===== src/rtl/button_event_gen.sv =====
// button_event_gen: turns a debounced, already-synchronous button level into
// single-cycle press / release / long-press / auto-repeat pulses plus a held
// level. Every output is registered, so an event sampled at edge k is visible
// for the cycle following edge k.
// Optional feature: define BUTTON_AUTO_REPEAT_EN to generate repeat_pulse while
// the button stays long-held. When it is undefined, the repeat counter is not
// built and repeat_pulse is tied low.
module button_event_gen #(
  parameter int LONG_CYCLES   = 50_000_000,  // hold length before long_press, >= 2
  parameter int REPEAT_CYCLES = 10_000_000   // auto-repeat period once long-held, >= 1
) (
  input  logic Clk,
  input  logic Reset,
  input  logic btn_level,
  output logic press,
  output logic release_pulse,
  output logic long_press,
  output logic repeat_pulse,
  output logic held,
  output logic was_long
);

  localparam int MAX_CYCLES = (LONG_CYCLES > REPEAT_CYCLES) ? LONG_CYCLES : REPEAT_CYCLES;
  localparam int CNT_W      = $clog2(MAX_CYCLES) + 1;

  localparam logic [CNT_W-1:0] LONG_LAST = CNT_W'(LONG_CYCLES - 1);

  // INIT exists so that a button held through reset never produces a press:
  // the button must be seen released once before presses are accepted.
  typedef enum logic [1:0] {
    ST_INIT,
    ST_IDLE,
    ST_PRESSED,
    ST_LONG_HELD
  } state_e;

  state_e           state_q, state_d;
  logic [CNT_W-1:0] hold_cnt_q, hold_cnt_d;

  logic press_q,   press_d;
  logic release_q, release_d;
  logic long_q,    long_d;
  logic held_q,    held_d;
  logic was_long_q, was_long_d;

`ifdef BUTTON_AUTO_REPEAT_EN
  localparam logic [CNT_W-1:0] REPEAT_LAST = CNT_W'(REPEAT_CYCLES - 1);

  logic [CNT_W-1:0] rep_cnt_q, rep_cnt_d;
  logic             repeat_q,  repeat_d;
`endif

  // State and output registers; Reset is synchronous and overrides everything.
  // NOTE: sequential state uses non-blocking assignments so every flop samples
  // the pre-edge values, independent of statement order.
  always_ff @(posedge Clk) begin
    if (Reset) begin
      state_q    <= ST_INIT;
      hold_cnt_q <= '0;
      press_q    <= 1'b0;
      release_q  <= 1'b0;
      long_q     <= 1'b0;
      held_q     <= 1'b0;
      was_long_q <= 1'b0;
`ifdef BUTTON_AUTO_REPEAT_EN
      rep_cnt_q  <= '0;
      repeat_q   <= 1'b0;
`endif
    end else begin
      state_q    <= state_d;
      hold_cnt_q <= hold_cnt_d;
      press_q    <= press_d;
      release_q  <= release_d;
      long_q     <= long_d;
      held_q     <= held_d;
      was_long_q <= was_long_d;
`ifdef BUTTON_AUTO_REPEAT_EN
      rep_cnt_q  <= rep_cnt_d;
      repeat_q   <= repeat_d;
`endif
    end
  end

  // Next-state logic: release beats the long-press threshold on the same edge.
  // NOTE: every signal assigned in a combinational block gets a default first,
  // so no path can leave it unassigned and infer a latch.
  always_comb begin
    state_d = state_q;
    unique case (state_q)
      ST_INIT: begin
        if (!btn_level) state_d = ST_IDLE;
      end
      ST_IDLE: begin
        if (btn_level) state_d = ST_PRESSED;
      end
      ST_PRESSED: begin
        if (!btn_level)                    state_d = ST_IDLE;
        else if (hold_cnt_q == LONG_LAST)  state_d = ST_LONG_HELD;
      end
      ST_LONG_HELD: begin
        if (!btn_level) state_d = ST_IDLE;
      end
      default: state_d = ST_INIT;
    endcase
  end

  // Output and counter logic: next values of the registered pulses, held
  // level and hold / repeat counters, all derived from the current state.
  always_comb begin
    press_d    = 1'b0;
    release_d  = 1'b0;
    long_d     = 1'b0;
    held_d     = 1'b0;
    was_long_d = 1'b0;
    hold_cnt_d = hold_cnt_q;
`ifdef BUTTON_AUTO_REPEAT_EN
    repeat_d   = 1'b0;
    rep_cnt_d  = rep_cnt_q;
`endif
    unique case (state_q)
      ST_INIT: begin
        // Silent until the button has been seen released.
      end
      ST_IDLE: begin
        if (btn_level) begin
          press_d    = 1'b1;
          held_d     = 1'b1;
          hold_cnt_d = '0;
        end
      end
      ST_PRESSED: begin
        if (!btn_level) begin
          release_d = 1'b1;
        end else begin
          held_d = 1'b1;
          if (hold_cnt_q == LONG_LAST) begin
            // Counter stays at its last value: it saturates instead of wrapping.
            long_d = 1'b1;
`ifdef BUTTON_AUTO_REPEAT_EN
            rep_cnt_d = '0;
`endif
          end else begin
            hold_cnt_d = hold_cnt_q + CNT_W'(1);
          end
        end
      end
      ST_LONG_HELD: begin
        if (!btn_level) begin
          release_d  = 1'b1;
          was_long_d = 1'b1;
        end else begin
          held_d = 1'b1;
`ifdef BUTTON_AUTO_REPEAT_EN
          if (rep_cnt_q == REPEAT_LAST) begin
            repeat_d  = 1'b1;
            rep_cnt_d = '0;
          end else begin
            rep_cnt_d = rep_cnt_q + CNT_W'(1);
          end
`endif
        end
      end
      default: begin
      end
    endcase
  end

  assign press         = press_q;
  assign release_pulse = release_q;
  assign long_press    = long_q;
  assign held          = held_q;
  assign was_long      = was_long_q;
`ifdef BUTTON_AUTO_REPEAT_EN
  assign repeat_pulse  = repeat_q;
`else
  assign repeat_pulse  = 1'b0;
`endif

endmodule


===== config.mk =====
export PLATFORM = sky130hd
export DESIGN_NAME = button_event_gen
export DESIGN_NICKNAME = d
export VERILOG_FILES = /design/src/rtl/button_event_gen.sv
export SDC_FILE = /design/constraint.sdc
export NUM_CORES = 1
export LEC_CHECK = 0
export CORE_UTILIZATION = 42
export DETAILED_ROUTE_END_ITERATION = 10
export GPL_ROUTABILITY_DRIVEN = 0
export PLACE_DENSITY_LB_ADDON = 0.15
export SLEW_MARGIN = 20
export SYNTH_ARGS = -nofsm -noshare
export SYNTH_HDL_FRONTEND = slang
export SYNTH_SLANG_ARGS = --single-unit

===== constraint.sdc =====
create_clock -name Clk -period 3 [get_ports Clk]
set_clock_uncertainty 0.05 [all_clocks]
set_input_delay 0.75 -clock Clk [delete_from_list [all_inputs] [get_ports Clk]]
set_output_delay 0.75 -clock Clk [all_outputs]
set_load 0.01 [all_outputs]

==> flow_summary.toml <==
[grt]
grt_max_degree = 24
antenna_found_initial = 0
grt_pass1_vias = 1420
overflow = 0
grt_pass1_wl_mm = 6.47
grt_usage = 0.195

[die]
rows = 23
dieArea_sq_um = 4440
die_x_um = 66.6
start_util = 0.439
die_h_um = 66.6
core_area_sq_um = 4000
ios = 9

[cells_and_area]
final_nets = 228
design_area_sq_um = 1940
final_common_cell = "dfxtp_1"
antenna_cells = 0
most-common-layout-cells = "34 x dfxtp_1, 26 x nor2_1, 15 x nand2_1, 14 x xnor2_1"
seq_area_sq_um = 681
areaGrowthSynthToFinish_pct = 10.7
multi_input_area_sq_um = 996
drive_above_1_share = 0.0727
fillCellCount = 385

[placement]
placed_cell_area_sq_um = 1850
pre_cts_slack_ns = 0.237
numPortBuffers = 7
dpl.hpwl_mm = 2.62

[detailed_routing]
num_vias = 1501
drt_iter0_drc = 64
drc = 0
ant_nets = 0
via_per_inst = 5.56
drtPass1Iterations = 4
wl_per_cell_um = 13.8
routed_wl_mm = 3.73

[outcome]
status = "finished clean"

[logic_synthesis]
syn_nets = 221
avgSynthCellArea_sq_um = 8.27
ys_ff_latch = 34
yosysWarningCount = 0
ys_async_sr_fraction = 0
synth_top_family_by_area = "simple AND/OR/NAND/NOR gates"
synthSimpleGateAreaFrac = 0.327
synthXorXnorAreaFrac = 0.0699
syn_inst = 212
synth-compound-area-share = 0.114
synthAdderAreaFrac = 0.0428
synth_edf_count = 0
synth.area.mux_share = 0.0114
ys_seq_area_frac = 0.388
synthDistinctLibCells = 43
synth_flop_cell = "dfxtp_1"
syn_area_sq_um = 1750

[timing]
fin_crit_ns = 2.47
fin_setup_tns_ns = 0
period_share = 0.822
timing.fmax_mhz = 405
maxSlewHeadroom = 0.622
setup_ws_ns = 0.533
slew_viol_final = 0
worst_pin_slew_ns = 0.561
hold_viol_final = 0
finalSetupViolCount = 0
rsz0062_at_grt = "no"

[worst_setup_path]
path_cells = "clkdlybuf4s50_1 -> o21a_1 -> nand4_1 -> a21oi_1 -> a21bo_2 -> a21oi_1"
crit_type = "in2reg"
worst_setup_path_end_kind = "flip-flop"
worstPathMaxFanout = 8
crit_path_frequent_cell = "a21oi_1"
required_ns = 3.11
crit_path_top_delay_cell = "a21oi_1"
cpPeakStageDelay_ns = 0.50
start_kind = "input pin"
critPathArrivalTime_ns = 2.57

[power_and_ir_drop]
leakage_nw = 0.619
max-vdd-ir-drop_mv = 0.274
powerDensity_nw_per_um2 = 550

[clocking]
hold_buffers = 0
htree_levels = 2
cts.sinks = 34
cts_resized = 0
numCtsBuffers = 5
cts_buffer_depth = 2
postCtsSetupRepairBufs = 0
clkTransAtPathRegs_ns = 0.07
clockRootBuffer = "clkbuf_8"
tritoncts = "done"
clk-insertion-delay-late_ns = 0.29

[min_path]
min_path_type = "reg2reg"

[flow_run]
maxCapViolations = 0
==> flip-flops by register name (all words and copies together) (netlist names) <==
signal / count
release_pulse: 1
was_long: 1
held: 1
state_q: 2
press: 1
long_press: 1
hold_cnt_q: 27
==> cells in the mapped netlist (2+ instances only) <==
library cell | count | area share
dfxtp_1 | 34 | 0.39
nor2_1 | 26 | 0.056
nand2_1 | 15 | 0.032
xnor2_1 | 14 | 0.070
a21oi_1 | 12 | 0.034
o21ai_0 | 12 | 0.034
nand4_1 | 11 | 0.039
nor3_1 | 9 | 0.026
nand3_1 | 8 | 0.023
nor4_1 | 8 | 0.029
or3_1 | 8 | 0.029
inv_1 | 7 | 0.015
ha_1 | 6 | 0.043
and4_1 | 5 | 0.025
clkbuf_1 | 5 | 0.011
nand2b_1 | 3 | 0.011
and2_1 | 2 | 0.0071
mux2i_1 | 2 | 0.011
==> power by group <==
group	total [mW]	internal [mW]	switching, mW
Combinational	0.227	0.0858	0.141
Sequential	0.491	0.471	0.0199
Clock	0.349	0.185	0.164
==> area by class of cell <==
class | count | area share
clock inverters | 1 | 0.00258
inverters | 7 | 0.0135
flip-flops and latches | 34 | 0.351
repair buffers | 9 | 0.0438
well taps | 50 | 0.0322
clock buffers | 7 | 0.0445
multi-input cells | 162 | 0.513
==> worst max-delay path: cells and delay by family <==
kind | cells | cell delay (ns)
compound gates | 4 | 0.99
buf+inv | 1 | 0.48
simple gates | 1 | 0.35
==> worst paths after layout <==
| check | startpoint | to | depth (start not counted) | slack (ns) |
|---|---|---|---|---|
| max | btn_level | hold_cnt_q[9] | 6 | 0.53 |
| min | hold_cnt_q[1] | hold_cnt_q[1] | 2 | 0.42 |
| max reg2reg | state_q[1] | hold_cnt_q[9] | 7 | 0.67 |
| min reg2reg | hold_cnt_q[1] | hold_cnt_q[1] | 2 | 0.42 |
==> per-layer routing <==
| metal | track usage | share of wire | vias to the layer above | wire, um |
|---|---|---|---|---|
| li1 | - | - | 769 | - |
| met1 | 0.242 | 0.49 | 707 | 1830 |
| met2 | 0.316 | 0.46 | 19 | 1720 |
| met3 | 0.0497 | 0.027 | 6 | 100 |
| met4 | 0.0824 | 0.019 | 0 | 69 |
| met5 | 0 | 0 | - | 0 |
==> kinds of logic after synthesis <==
family / count (synthesis)
simple gates: 105
flops: 34
xor+xnor: 14
buf+inv: 16
fa+ha+maj: 6
mux: 2
other cells: 1
compound gates: 34
==> per-stage QoR <==
step	power [mW]	hold WS (ns)	util	instances
final	1.07	0.423	0.485	270
after CTS	1.08	0.422	0.485	270
after detailed placement	0.729	0.412	0.463	262
after floorplan	0.664	0.394	-	212
after global placement	0.718	0.408	0.463	262
after global routing	1.14	0.441	0.485	270
No activity file was read; power rests on OpenSTA's default activity.
==> edit, RTL diff (same flow settings) <==
Register the output `held` once more, cleared by the reset; this adds one clock of latency there. The other outputs are not delayed to match. Comments in the files are not updated.
--- a/src/rtl/button_event_gen.sv
+++ b/src/rtl/button_event_gen.sv
@@ -170,3 +170,9 @@
   assign long_press    = long_q;
-  assign held          = held_q;
+  always_ff @(posedge Clk) begin
+    if (Reset) begin
+      held <= '0;
+    end else begin
+      held <= held_q;
+    end
+  end
   assign was_long      = was_long_q;
Function: changed (a bounded check fails within 4 cycles, from zero or initial values and one cycle with Reset high).
==> edit against the unedited design <==
- highest routed layer unchanged
- non-clock buffer count increased by 2
- worst setup slack improved by 110 ps
- power increased by 1.7%
- wire length decreased by 2.1%
- synthesized area increased by 3.1%
- sequential cell count increased by 1
- combinational power increased by 8%
- final area increased by 2.3%
==> edit: results (changes against the unedited design) <==
| Step | Parameter | This run | vs unedited |
|:---|:---|:---|:---|
| route | Iteration-0 DRC Markers | 108 | +69% |
| grt | Combined global-route utilization of all metal layers | 18.2% | -1.3 points |
| layout | Number of antenna cells inserted | 0 | unchanged |
| cts | Register clock-pin slew on the reported worst setup and hold paths | 70 ps | about the same |
| cts | Clock network latency to the later pin of the worst-skew pair | 290 ps | about the same |
| route | Ratio of routed vias to standard cells | 5.64 | +1.4% |
| grt | Maximum number of pins on one net before global-route repair | 15 | -38% |
| pwr | Static power due to leakage | 0.766 nW | +24% |
| worst setup path | Crit path max-delay family | simple AND/OR/NAND/NOR gates |  |
| worst hold path | Hold WC Path Type | register to register |  |
| cts | Post-CTS Setup Bufs | 0 | unchanged |
| timing | Relative slew slack | 54.2% | -8.0 points |
| worst setup path | Worst path slowest cell | sky130_fd_sc_hd__clkdlybuf4s50_1 |  |
| cts | Maximum count of clock buffers along a single path | 2 | unchanged |
| logic synthesis | Largest cells by area after synthesis | sky130_fd_sc_hd__dfxtp_1, sky130_fd_sc_hd__xor2_1, sky130_fd_sc_hd__nor2_1 |  |
| route | Wire length per cell after detailed routing | 13.9 µm | +0.54% |
| worst setup path | Worst reg2reg setup slack | 910 ps | +240 ps |
| layout | Largest registers | hold_cnt_q x27, state_q x2 |  |
| grt | Initial antenna violation count | 0 | unchanged |
| logic synthesis | Number of distinct library cells after synthesis | 47 | +9.3% |
| cts | Inserted Clock Buffers | 5 | unchanged |
| outcome | Outcome | complete, no violations |  |
| route | DR pass1 iterations | 4 | unchanged |
| worst setup path | Type of the worst setup path | input pin to register |  |
| layout | Final nets | 221 | -3.1% |
| placed design | Number of port buffers | 7 | unchanged |
| worst setup path | Data arrival time at the worst-slack endpoint | 2550 ps | -20 ps |
| logic synthesis | Warnings from Yosys | 0 | unchanged |
| logic synthesis | Post-Synthesis Net Count | 213 | -3.6% |
| logic synthesis | Commonest cells post-synth | sky130_fd_sc_hd__dfxtp_1, sky130_fd_sc_hd__nor2_1, sky130_fd_sc_hd__nand2_1 |  |
| pwr | Max VDD drop | 338 µV | +23% |
| timing | Worst hold margin | 412 ps | -11.2 ps |
| cts | Number of instances resized during post-cts repair | 0 | unchanged |
| grt | Number of global-route vias before repair | 1371 | -3.5% |
| cts | Root buffer cell | sky130_fd_sc_hd__clkbuf_8 |  |
| logic synthesis | Sequential cell area fraction in the yosys report | 38.7% | -0.074 points |
| cts | CTS HTree Levels | 2 | unchanged |
| worst setup path | Largest stage delay, worst path | 660 ps | +160 ps |
| grt | Wire length of the first global-routing pass | 6110 µm | -5.5% |
| logic synthesis | Share of async-settable or async-resettable flops after synthesis | 0% | unchanged |
| worst setup path | Highest net fanout along the worst path | 10 | +2 |
| placed design | DP Wirelength | 2590 µm | -1.2% |
| layout | Ratio of cells with drive above 1 in the final layout | 9.86% | +2.6 points |
edit: logic make-up after synthesis:
group,synth area share [%]
XOR/XNOR,6.29
adder cells (fa/ha/maj),4.15
other,0.207
multiplexers,3.39
AND/OR/NAND/NOR,33.5
flip-flops,38.7
buffers and inverters,4.91
AO/OA/AOI/OAI,8.78
edit: stage by stage:
step | worst slack [ps] | instance area (µm²) | std cells | power (mW) | utilization (%)
2_1_floorplan | 972 | 1810 | 204 | 0.701 | -
3_3_place_gp | 400 | 1910 | 255 | 0.761 | 47.0
3_5_place_dp | 353 | 1910 | 255 | 0.763 | 47.0
4_1_cts | 664 | 1990 | 263 | 1.10 | 49.0
5_1_grt | 507 | 1990 | 263 | 1.15 | 49.0
6_report | 642 | 1990 | 263 | 1.09 | 49.0
edit: path summary, 6_finish.rpt:
check,cells past startpoint,endpoint,startpoint
min,1,held,held_q
min reg2reg,1,held,held_q
max reg2reg,6,hold_cnt_q[3],hold_cnt_q[0]
max,6,hold_cnt_q[23],btn_level
edit: layout make-up:
type	instances	area, µm²
Fill cell	376	2070
Timing Repair Buffer	11	100
Clock buffer	7	76.3
Multi-Input combinational cell	153	1020
Sequential cell	35	701
Inverter	6	22.5
Clock inverter	1	5.00
Tap cell	50	62.6
edit: routing by layer:
metal / wire length [µm] / track usage, %
met5: 0 / 0
met4: 74 / 9.57
met3: 157 / 6.42
met2: 1690 / 28.0
met1: 1730 / 22.0
edit: power breakdown:
| part | total, mW | internal (mW) | switching, mW | leakage [nW] |
|---|---|---|---|---|
| clock network | 0.330 | 0.163 | 0.167 | 0.0422 |
| logic | 0.245 | 0.0909 | 0.154 | 0.441 |
| registers | 0.510 | 0.489 | 0.0210 | 0.283 |
| total | 1.09 | 0.743 | 0.343 | 0.766 |
